## src/rtl/jpeg_byte_packer.sv

```systemverilog
// Packs right-aligned Huffman codewords MSB-first into bytes, stuffs 0x00 after
// every 0xFF data byte, and on end-of-image pads with 1s and appends FF D9.
module jpeg_byte_packer #(
  parameter int CODE_W = 32,
  parameter int ACC_W  = 64,
  parameter int CNT_W  = 7
) (
  input  logic              clk,
  input  logic              rst,
  input  logic              in_valid,
  output logic              in_ready,
  input  logic [CODE_W-1:0] in_code,
  input  logic [5:0]        in_len,
  input  logic              in_eoi,
  output logic              out_valid,
  input  logic              out_ready,
  output logic [7:0]        out_byte,
  output logic              out_last,
  output logic              err
);

  typedef enum logic [2:0] {S_RUN, S_STUFF, S_PAD, S_MK_FF, S_MK_D9} state_t;

  localparam logic [CNT_W-1:0] THR    = CNT_W'(ACC_W - CODE_W);
  localparam logic [CNT_W-1:0] C8     = CNT_W'(8);
  localparam logic [6:0]       MAXLEN = 7'(CODE_W);

  state_t             st_q, st_d;
  logic [ACC_W-1:0]   acc_q, acc_d;
  logic [CNT_W-1:0]   cnt_q, cnt_d;
  logic               eoi_q, eoi_d, err_q, err_d;
  logic               ov_q, ov_d, ol_q, ol_d;
  logic [7:0]         ob_q, ob_d;

  logic               ld_ok, accept, len_ok;
  logic               emit, emit_last;
  logic [7:0]         emit_byte, top8, pad8;
  logic [ACC_W-1:0]   top_sh, pad_sh, code_ext;

  // Live bits sit right-aligned in acc_q[cnt_q-1:0]; the oldest bit is the highest.
  assign in_ready = !rst && (st_q == S_RUN) && !eoi_q && (cnt_q <= THR);
  assign accept   = in_valid && in_ready;
  assign len_ok   = ({1'b0, in_len} <= MAXLEN);
  assign ld_ok    = !ov_q || out_ready;

  assign top_sh   = acc_q >> (cnt_q - C8);
  assign top8     = top_sh[7:0];
  assign pad_sh   = acc_q << (C8 - cnt_q);
  assign pad8     = pad_sh[7:0] | (8'hFF >> cnt_q);
  assign code_ext = ACC_W'(in_code) & ~({ACC_W{1'b1}} << in_len);

  always_ff @(posedge clk) begin
    if (rst) st_q <= S_RUN;
    else     st_q <= st_d;
  end

  // Every transition waits for the output register to be free, so a stalled
  // sink freezes the marker/stuff sequence in place.
  always_comb begin
    st_d = st_q;
    if (ld_ok) begin
      unique case (st_q)
        S_RUN: begin
          if (cnt_q >= C8) begin
            if (top8 == 8'hFF)                     st_d = S_STUFF;
            else if (eoi_q && (cnt_q - C8) < C8)   st_d = (cnt_q != C8) ? S_PAD : S_MK_FF;
          end else if (eoi_q) begin
            st_d = (cnt_q != '0) ? S_PAD : S_MK_FF;
          end
        end
        S_STUFF: st_d = S_RUN;
        S_PAD:   st_d = (pad8 == 8'hFF) ? S_STUFF : S_MK_FF;
        S_MK_FF: st_d = S_MK_D9;
        S_MK_D9: st_d = S_RUN;
        default: st_d = S_RUN;
      endcase
    end
  end

  always_comb begin
    emit      = 1'b0;
    emit_byte = 8'h00;
    emit_last = 1'b0;
    unique case (st_q)
      S_RUN: begin
        emit      = ld_ok && (cnt_q >= C8);
        emit_byte = top8;
      end
      S_STUFF: emit = ld_ok;
      S_PAD: begin
        emit      = ld_ok;
        emit_byte = pad8;
      end
      S_MK_FF: begin
        emit      = ld_ok;
        emit_byte = 8'hFF;
      end
      S_MK_D9: begin
        emit      = ld_ok;
        emit_byte = 8'hD9;
        emit_last = 1'b1;
      end
      default: emit = 1'b0;
    endcase
  end

  always_comb begin
    acc_d = acc_q;
    cnt_d = cnt_q;
    eoi_d = eoi_q;
    err_d = err_q;
    if (emit && st_q == S_RUN) cnt_d = cnt_q - C8;
    if (emit && st_q == S_PAD) cnt_d = '0;
    // New bits enter below the existing ones, so a same-cycle emit is unaffected.
    if (accept) begin
      if (len_ok) begin
        acc_d = (acc_q << in_len) | code_ext;
        cnt_d = cnt_d + CNT_W'(in_len);
      end else begin
        err_d = 1'b1;
      end
      if (in_eoi) eoi_d = 1'b1;
    end
    if (emit && st_q == S_MK_D9) begin
      eoi_d = 1'b0;
      acc_d = '0;
    end
  end

  always_comb begin
    ov_d = ov_q;
    ob_d = ob_q;
    ol_d = ol_q;
    if (ld_ok) begin
      ov_d = emit;
      if (emit) begin
        ob_d = emit_byte;
        ol_d = emit_last;
      end
    end
  end

  always_ff @(posedge clk) begin
    if (rst) begin
      acc_q <= '0;
      cnt_q <= '0;
      eoi_q <= 1'b0;
      err_q <= 1'b0;
      ov_q  <= 1'b0;
      ob_q  <= 8'h00;
      ol_q  <= 1'b0;
    end else begin
      acc_q <= acc_d;
      cnt_q <= cnt_d;
      eoi_q <= eoi_d;
      err_q <= err_d;
      ov_q  <= ov_d;
      ob_q  <= ob_d;
      ol_q  <= ol_d;
    end
  end

  assign out_valid = ov_q;
  assign out_byte  = ob_q;
  assign out_last  = ol_q;
  assign err       = err_q;

endmodule

```

## config.mk

```make
export PLATFORM = sky130hd
export DESIGN_NAME = jpeg_byte_packer
export DESIGN_NICKNAME = d
export VERILOG_FILES = /design/src/rtl/jpeg_byte_packer.sv
export SDC_FILE = /design/constraint.sdc
export NUM_CORES = 1
export LEC_CHECK = 0
export CAP_MARGIN = 20
export CORE_MARGIN = 2
export CORE_UTILIZATION = 50
export DETAILED_ROUTE_END_ITERATION = 10
export PLACE_DENSITY = 0.67
export SLEW_MARGIN = 20
export SYNTH_ARGS = -nofsm -noshare
export SYNTH_HDL_FRONTEND = slang
export SYNTH_SLANG_ARGS = --single-unit
```

## constraint.sdc

```tcl
create_clock -name clk -period 5.27 [get_ports clk]
set_clock_uncertainty 0.1 [all_clocks]
set_input_delay 0.527 -clock clk [delete_from_list [all_inputs] [get_ports clk]]
set_output_delay 0.527 -clock clk [all_outputs]
set_load 0.02 [all_outputs]
```

Word level (Yosys, flattened, before mapping) --
Cells that the tools add are included.
Storage, ports and cells: bits in registers 86, word-level logic and storage cells 71, input port bits 43
Operators by class: bitwise operators 5, reduce and logical (&&, ||, !) cells 22, shift-type cells 5, add/subtract/negate cells 3, multiplexer cells 15, equality and inequality tests 9, magnitude comparators 4
Operator list (number):
- AND 32 x 64 -> 64 bit | 1
- inverter 64 bit | 1
- bitwise OR 64 bit | 1
- << shifter 64 x 6 -> 64 bit | 1
- << shifter 64 x 6 -> 64 bit, first input constant | 1
- << shifter 64 x 7 -> 8 bit | 1
- right shift 64 x 7 -> 8 bit | 1
- one-hot mux 8 bit (4 select lines) | 1
- two-way mux 7 bit | 4
- equality test 8 bit, second input constant | 2
- two-way mux 3 bit | 4
- logical AND 1 bit | 9
- one-hot mux 3 bit (3 select lines) | 1
- bitwise OR 8 bit | 1
- AND reduction 2 bit | 4
- right shift 8 x 7 -> 8 bit, first input constant | 1
- adder 7 x 6 -> 7 bit | 1
- >= comparator 7 x 4 -> 1 bit, second input constant | 1
- less-or-equal comparator 7 x 6 -> 1 bit, second input constant | 1
- less-than comparator 7 x 4 -> 1 bit, second input constant | 1
- != test 7 x 4 -> 1 bit, second input constant | 1
- nonzero test 7 bit | 1
- subtractor 4 x 7 -> 7 bit, first input constant | 1
- subtractor 7 x 4 -> 7 bit, second input constant | 1
- other kinds (16) | 21

Depth between registers and ports, before layout --
Gate-level depths: netlist of run 1.
depth after elaboration 10, depth in mapped cells 20, depth with buffers taken out 15

Worst setup path after synthesis of run 1 --
OpenSTA, ideal clock, no wires.
path kind register to register, start register cnt_q[1], end register cnt_q[6], stages on the path, launching flop included 21, library setup time 128 ps, path slack 1678 ps, arrival 3364 ps, cells stage by stage dfxtp_1 buf_4 buf_4 buf_4 buf_2 inv_1 ha_1 ha_1 nand2_1 nand3_1 and3_1 clkbuf_1 xnor2_1 nor2_1 ha_1 a21oi_1 nor2b_1 o21a_1 o21ai_0 xor2_1 nor2_1
On the way: word-level cells in the longest chain between the ends 9, elaborated cells between the ends (all ways) 14, classes of those cells add/sub: 2; order compare: 2; mux: 5; reduce/logical: 5
RTL lines:
- from (decl) | RTL line 30 | logic [CNT_W-1:0] cnt_q, cnt_d;
- from (signal assigned) | RTL line 154 | cnt_q <= cnt_d;
- >= comparator 7 x 4 -> 1 bit | RTL line 86 | emit = ld_ok && (cnt_q >= C8);
- logical AND 1 bit | RTL line 86
- one-hot mux 1 bit (2 select lines) | RTL line 84 | unique case (st_q)
- logical AND 1 bit | RTL line 112 | if (emit && st_q == S_RUN) cnt_d = cnt_q - C8;
- two-way mux 7 bit | RTL line 112
- two-way mux 7 bit | RTL line 113 | if (emit && st_q == S_PAD) cnt_d = '0;
- adder 7 x 6 -> 7 bit | RTL line 118 | cnt_d = cnt_d + CNT_W'(in_len);
- two-way mux 7 bit | RTL line 116 | if (len_ok) begin
- two-way mux 7 bit * | RTL line 115 | if (accept) begin
Every way passes the cells marked *; elsewhere a longest branch is shown, timed or not. A chain may end at the register's enable or synchronous reset.

Worst setup path after layout of run 1 --
start register cnt_q[0], end register cnt_q[6]
The elaborated chain is that of the path after synthesis.

==> results of run 1 <==
[flip-flops by register name, summed over array words and instances (netlist names)]
register   count
acc_q         64
st_q           3
out_valid      1
out_last       1
err            1
out_byte       8
cnt_q          7
eoi_q          1
[cells in the mapped netlist (all sizes together) (4+ instances only)]
library cell / n / area (um2)
a2111oi: 8 / 76.3
a211oi: 24 / 185
a21o: 8 / 60.1
a21oi: 53 / 269
a221oi: 8 / 76.3
a22o: 4 / 35.0
a22oi: 13 / 97.6
a311oi: 10 / 87.6
a31oi: 23 / 144
and2: 8 / 50.1
and3: 4 / 25.0
buf: 55 / 370
clkbuf: 81 / 304
dfxtp: 86 / 1720
ha: 12 / 150
inv: 12 / 47.6
mux2: 41 / 465
mux2i: 69 / 691
mux4: 123 / 2830
nand2: 189 / 709
nand2b: 9 / 63.8
nand3: 24 / 120
nor2: 146 / 551
nor2b: 15 / 93.8
nor3: 20 / 111
o211ai: 22 / 165
o21ai: 109 / 546
o221ai: 21 / 184
o22a: 4 / 35.0
o22ai: 9 / 56.3
o311ai: 5 / 43.8
o31ai: 4 / 30.0
or2: 5 / 31.3
xnor2: 6 / 52.6
xor2: 7 / 61.3
[per-layer routing]
metal | up-vias | global-route usage (%)
li1 | 4917 | -
met1 | 5381 | 45.8
met4 | 0 | 17.4
met5 | - | 0
met3 | 136 | 7.63
met2 | 786 | 51.0
[kinds of logic after synthesis]
family	after synthesis	share of synthesized area, %
xor gates and xnor gates	13	1.03
adders and majority gates	13	1.53
buffers and inverters	150	6.57
and+or+nand+nor	442	17.4
AOI/OAI and AO/OA	364	22.1
muxes	233	35.9
DFF	86	15.5
[cell type report]
type                    instances  area, um2
clock buffers                  10        229
clock inverters                 6       70.1
fillers                      2016      10000
inverters                      14       55.1
multi-input cells            1065       8660
flip-flops and latches         86       1730
well taps                     280        350
repair buffers                 79        711
[final timing paths]
path	start	endpoint	cells after the start
worst min register to register	out_byte[1]	out_byte[1]	2
worst min-delay path	out_byte[1]	out_byte[1]	2
worst max-delay path	cnt_q[0]	cnt_q[6]	13
worst max register to register	cnt_q[0]	cnt_q[6]	13
[worst min-delay path, stage by stage (launching register included)]
cell and delay [ps]:
dfxtp_1 310, nand2_1 50, a21oi_1 50
[stage by stage]
step | worst slack, ps | hold WS, ps
2_1_floorplan | 1680 | 378
3_3_place_gp | 1300 | 344
3_5_place_dp | 1340 | 346
4_1_cts | 1310 | 355
5_1_grt | 945 | 388
6_report | 1220 | 354
[power by group]
| group | total, mW | switching [mW] | internal [mW] |
|---|---|---|---|
| logic | 2.51 | 1.49 | 1.02 |
| registers | 1.01 | 0.252 | 0.756 |
| clock network | 0.686 | 0.314 | 0.372 |
[cells in the final DEF, fill, tap and decap left out, types with 12 or more instances in the layout]
master,synthesis,final
mux2_2,40,40
dfxtp_1,86,84
a21oi_1,52,52
a211oi_1,23,23
a22oi_1,13,13
nand2_1,189,189
o221ai_1,21,21
o211ai_1,22,22
o21ai_0,106,106
nand3_1,24,24
clkdlybuf4s50_1,0,50
mux4_1,15,15
nor2_1,145,145
buf_4,9,26
a31oi_1,23,22
nor3_1,19,19
nor2b_1,15,15
ha_1,12,12
mux4_2,108,108
mux2i_1,69,69
==> summary.txt, run 1 <==
Clock tree
  – Clk sinks: 86
  – TritonCTS Buffers: 9
  – Clock Latency Late Sink: approximately 370 ps
  – CTS resizes: 0
  – CTS Hold Bufs: 0
  – CTS root buffer: clkbuf_16
  – Worst-path clk slew: roughly 70 ps
  – H-tree depth: 3
  – Setup bufs post-CTS: 0
  – CTS tree: yes
  – Worst-case clock buffer depth: 2

Route
  – Met3 routed WL: ~4.8 mm
  – Via Count: 11,200
  – Routed Antenna Nets: 0
  – DRT iter0 DRCs: 1,534
  – DR top layer: met4
  – WL per Instance: about 26 um
  – Wl on met1: between 15 and 20 mm
  – DR WL met2: around 18 mm
  – DRT Wirelength: slightly above 40 mm
  – Drt drc: 0
  – Via density per instance: approximately 7.3
  – 1st-pass router iterations: 6

Setup path
  – Worst path bufs/invs: 1
  – Most frequent CP cell: ha_1
  – CP peak stage delay: about 750 ps
  – Data arrival, critical path: roughly 4200 ps
  – Crit path max-delay family: adder cells
  – Crit path kind: flop to flop
  – Startpoint Class: flop
  – Critical path cell sequence: inv_4 -> ha_1 -> ha_1 -> nand2_1 -> nand3_1 -> and3_1 -> a211oi_1 -> ha_1 -> nor2b_1 -> o21a_1 -> o21ai_0 -> xor2_1 -> nor2_1
  – FF-to-FF setup slack: between 1000 and 1500 ps
  – CP required: between 5000 and 6000 ps
  – CP Max Fanout: between 40 and 50
  – CP max-delay cell: dfxtp_4
  – Crit end category: flop

Place
  – Inst Count DP: ~1,500
  – Placer Congestion: 1.03
  – IO Port Bufs: 54
  – Post-DP HPWL: around 29 mm
  – Dpl cell area: around 12,000 um2

Power
  – Tot Pwr: approximately 4.2 mW
  – Max VDD drop: ~230 uV
  – Pwr dens: around 360 nW/um2
  – Leakage Power: 4.04 nW

Logic synthesis
  – Ys async rst share: 0%
  – Yosys warns: 0
  – Main flop type after synthesis: dfxtp_1
  – Number of synthesized flops with an enable pin: 0
  – Post-Syn Area: approximately 11,000 um2
  – Sequential area share after synthesis: ~16%
  – Flops & latches, synth: 86
  – Synth cell types: 87
  – Avg Cell Area, Syn: 8.53 um2
  – Synth Instances: 1,301
  – Syn Nets: ~1,400

Floorplan
  – Core Area: between 20,000 and 25,000 um2
  – Die Y: approximately 150 um
  – Initial Utilization: between 50% and 60%
  – Die Area: 23,400 um2
  – Row count: 54
  – # IOs: 55
  – Die X: around 150 um

Final layout
  – Nets: 1,311
  – Cell Count, Final, Fillers Out: roughly 1,500
  – Cell area after layout: 11,800 um2
  – Layout cells sized above 1: 17.5%
  – Diode count: 0
  – Area Growth Syn to Fin: 6.32%
  – Core Util, Final: between 50% and 60%

STA
  – Worst slew margin: about a third
  – Finish-stage setup viols: 0
  – Highest Clock Rate: ~250 MHz
  – Slew @ Worst Pin: just over 1000 ps
  – Setup TNS: 0 ps
  – Final min period: slightly above 4000 ps
  – Tcrit/Tclk final: 76.9%
  – Max-slew violations: 0
  – Final hold vios: 0
  – RSZ-0062 raised after global routing: no

Global route
  – First-pass GRT wire length: 62.0 mm
  – Pin count of the biggest net entering global routing: 67
  – Initial antenna violation count: 0
  – GRT Residual Overflow: 0
  – Total GRT Usage: roughly 34%
  – Vias in the first global route: around 11,000

Min path
  – Hold Crit Class: flop to flop

Run status
  – Status: complete, no violations

Job
  – Max Cap Viol: 0
(Power assumes the default switching activity.)
==> run 2: changes to the inputs <==
--- a/config.mk
+++ b/config.mk
@@ -9,7 +9,7 @@
 export CORE_MARGIN = 2
 export CORE_UTILIZATION = 50
 export DETAILED_ROUTE_END_ITERATION = 10
-export PLACE_DENSITY = 0.67
+export PLACE_DENSITY = 0.7
 export SLEW_MARGIN = 20
 export SYNTH_ARGS = -nofsm -noshare
 export SYNTH_HDL_FRONTEND = slang
==> constraint.sdc (replaced) <==
create_clock -name clk -period 3.55 [get_ports clk]
set_clock_uncertainty 0.1 [all_clocks]
set_input_delay 0.355 -clock clk [delete_from_list [all_inputs] [get_ports clk]]
set_output_delay 0.355 -clock clk [all_outputs]
set_load 0.02 [all_outputs]
==> summary.txt, run 2 (synthesis gave the netlist of run 1 again) <==
STA
  – Slew @ Worst Pin: 1000 ps (was 1020 ps)
  – Final hold vios: 0 (unchanged)
  – Max-slew violations: 0 (unchanged)
  – Finish-stage setup viols: 0 (unchanged)
  – Setup TNS: 0 ps (unchanged)
  – RSZ-0062 raised after global routing: no (unchanged)
  – Highest Clock Rate: 309 MHz (was 247 MHz)
  – Tcrit/Tclk final: 91.2% (was 76.9%)
  – Worst slew margin: 32.2% (was 31.9%)
  – Final min period: 3240 ps (was 4050 ps)

Floorplan
  – Die X: 153 um (unchanged)
  – Core Area: 21,800 um2 (unchanged)
  – Die Area: 23,400 um2 (unchanged)
  – Row count: 54 (unchanged)
  – # IOs: 55 (unchanged)
  – Initial Utilization: 50.9% (unchanged)
  – Die Y: 153 um (unchanged)

Global route
  – Pin count of the biggest net entering global routing: 88 (was 67)
  – First-pass GRT wire length: 65.9 mm (was 62.0 mm)
  – Total GRT Usage: 36.8% (was 33.8%)
  – Initial antenna violation count: 1 (was 0)
  – GRT Residual Overflow: 0 (unchanged)
  – Vias in the first global route: 10,500 (was 10,600)

Clock tree
  – Worst-path clk slew: 80 ps (was 70 ps)
  – CTS root buffer: clkbuf_16 (unchanged)
  – Worst-case clock buffer depth: 2 (unchanged)
  – CTS Hold Bufs: 0 (unchanged)
  – Clk sinks: 86 (unchanged)
  – Clock Latency Late Sink: 370 ps (about the same)
  – CTS resizes: 0 (unchanged)
  – Setup bufs post-CTS: 0 (unchanged)
  – TritonCTS Buffers: 9 (unchanged)
  – H-tree depth: 3 (unchanged)
  – CTS tree: yes (unchanged)

Setup path
  – Most frequent CP cell: ha_1 (unchanged)
  – R2r worst-path depth: 15 (was 13)
  – Startpoint Class: flop (unchanged)
  – Crit path kind: flop to flop (unchanged)
  – Worst setup endpoint: cnt_q[6] (unchanged)
  – Worst r2r src: cnt_q[1] (was cnt_q[0])
  – CP required: 3700 ps (was 5420 ps)
  – Worst R2R End: cnt_q[6] (unchanged)
  – Worst Setup SP: cnt_q[1] (was cnt_q[0])
  – Critical path cell sequence: inv_1 -> ha_1 -> ha_1 -> nand2_1 -> nand3_1 -> and3_1 -> xnor2_1 -> nor2_1 -> ha_1 -> a21oi_2 -> nor2b_1 -> o21a_1 -> o21ai_0 -> xor2_1 -> nor2_1 (was inv_4 -> ha_1 -> ha_1 -> nand2_1 -> nand3_1 -> and3_1 -> a211oi_1 -> ha_1 -> nor2b_1 -> o21a_1 -> o21ai_0 -> xor2_1 -> nor2_1)
  – FF-to-FF setup slack: 310 ps (was 1220 ps)
  – CP max-delay cell: dfxtp_4 (unchanged)
  – Data arrival, critical path: 3390 ps (was 4200 ps)
  – CP Max Fanout: 8 (was 43)
  – Crit end category: flop (unchanged)
  – CP peak stage delay: 360 ps (was 750 ps)

Place
  – IO Port Bufs: 54 (unchanged)
  – Placer Congestion: 0.989 (was 1.03)
  – Post-DP HPWL: 31.8 mm (was 29.0 mm)

Route
  – 1st-pass router iterations: 6 (unchanged)
  – DRT Wirelength: 43.6 mm (was 40.3 mm)
  – WL per Instance: 27.5 um (was 26.2 um)
  – Routed Antenna Nets: 0 (unchanged)
  – Via density per instance: 7.34 (was 7.29)
  – Via Count: 11,600 (was 11,200)
  – Drt drc: 0 (unchanged)
  – DRT iter0 DRCs: 1,793 (was 1,534)

Power
  – Max VDD drop: 364 uV (was 225 uV)
  – Leakage Power: 4.30 nW (was 4.04 nW)
  – Pwr dens: 529 nW/um2 (was 356 nW/um2)
  – Tot Pwr: 6.49 mW (was 4.20 mW)

Min path
  – Hold Crit Class: flop to flop (unchanged)

Final layout
  – Layout cells sized above 1: 20.6% (was 17.5%)
  – Area Growth Syn to Fin: 10.5% (was 6.32%)
  – Diode count: 0 (unchanged)
  – Filler cell count: 2,023 (was 2,016)
  – Commonest cells after routing, fill and taps aside: nand2_1, nor2_1, mux4_2 (unchanged)
  – Commonest non-fill, non-tap cell in the layout: nand2_1 (unchanged)
  – Top reg by flops: acc_q (unchanged)
  – Nets: 1,358 (was 1,311)
  – Max FFs per register: 64 (unchanged)

Run status
  – Status: complete, no violations (unchanged)

Job
  – Max Cap Viol: 0 (unchanged)
-- run 2: worst min-delay path by stage --
stage	startpoint	to	cells past startpoint
3_5_place_dp	out_byte[2]	out_byte[2]	2
5_1_grt	out_byte[2]	out_byte[2]	2
6_report	out_byte[2]	out_byte[2]	2
3_3_place_gp	out_byte[5]	out_byte[5]	2
4_1_cts	out_byte[2]	out_byte[2]	2
2_1_floorplan	rst	st_q[0]	1
-- run 2: area by class of cell --
| type | instances | area, um2 | area share (%) |
|---|---|---|---|
| multi-input cells | 1065 | 8660 | 70.6 |
| flip-flops and latches | 86 | 1730 | 14.1 |
| repair buffers | 126 | 1180 | 9.59 |
| well taps | 280 | 350 | 2.86 |
| clock buffers | 9 | 225 | 1.84 |
| clock inverters | 7 | 67.6 | 0.551 |
| inverters | 14 | 55.1 | 0.449 |
-- run 2: critical path: cells and delay by family (launching register included) --
family,cells,cell delay (ps)
xor gates and xnor gates,2,360
buffers and inverters,1,80
and+or+nand+nor,6,880
adders and majority gates,3,780
AOI/OAI and AO/OA,3,570
DFF,1,360
-- run 2: metrics by stage --
| step | hold slack (ps) | instance area, um2 | instances | worst slack, ps | utilization (%) |
|---|---|---|---|---|---|
| finish | 356 | 12300 | 1587 | 312 | 56.2 |
| global route | 398 | 12300 | 1587 | 52.8 | 56.2 |
| detailed placement | 347 | 12000 | 1571 | 266 | 54.8 |
| CTS | 359 | 12300 | 1587 | 254 | 56.2 |
| global placement | 344 | 12000 | 1571 | 383 | 54.8 |
| floorplan | 335 | 11100 | 1301 | 38.8 | - |
-- run 2: routing by layer --
layer  vias to the layer above  GRT usage (%)  routed length, um
li1                       5015              -                  -
met1                      5577           53.4              17100
met2                       907           54.2              18800
met3                       144           7.51               5580
met4                         2           14.1               2040
met5                         -              0                 13
-- run 2: report_power, final --
part | internal, mW | switching, mW | total, mW
clock | 0.492 | 0.510 | 1.00
combinational | 1.68 | 2.35 | 4.04
sequential | 1.12 | 0.331 | 1.45
total | 3.30 | 3.20 | 6.49
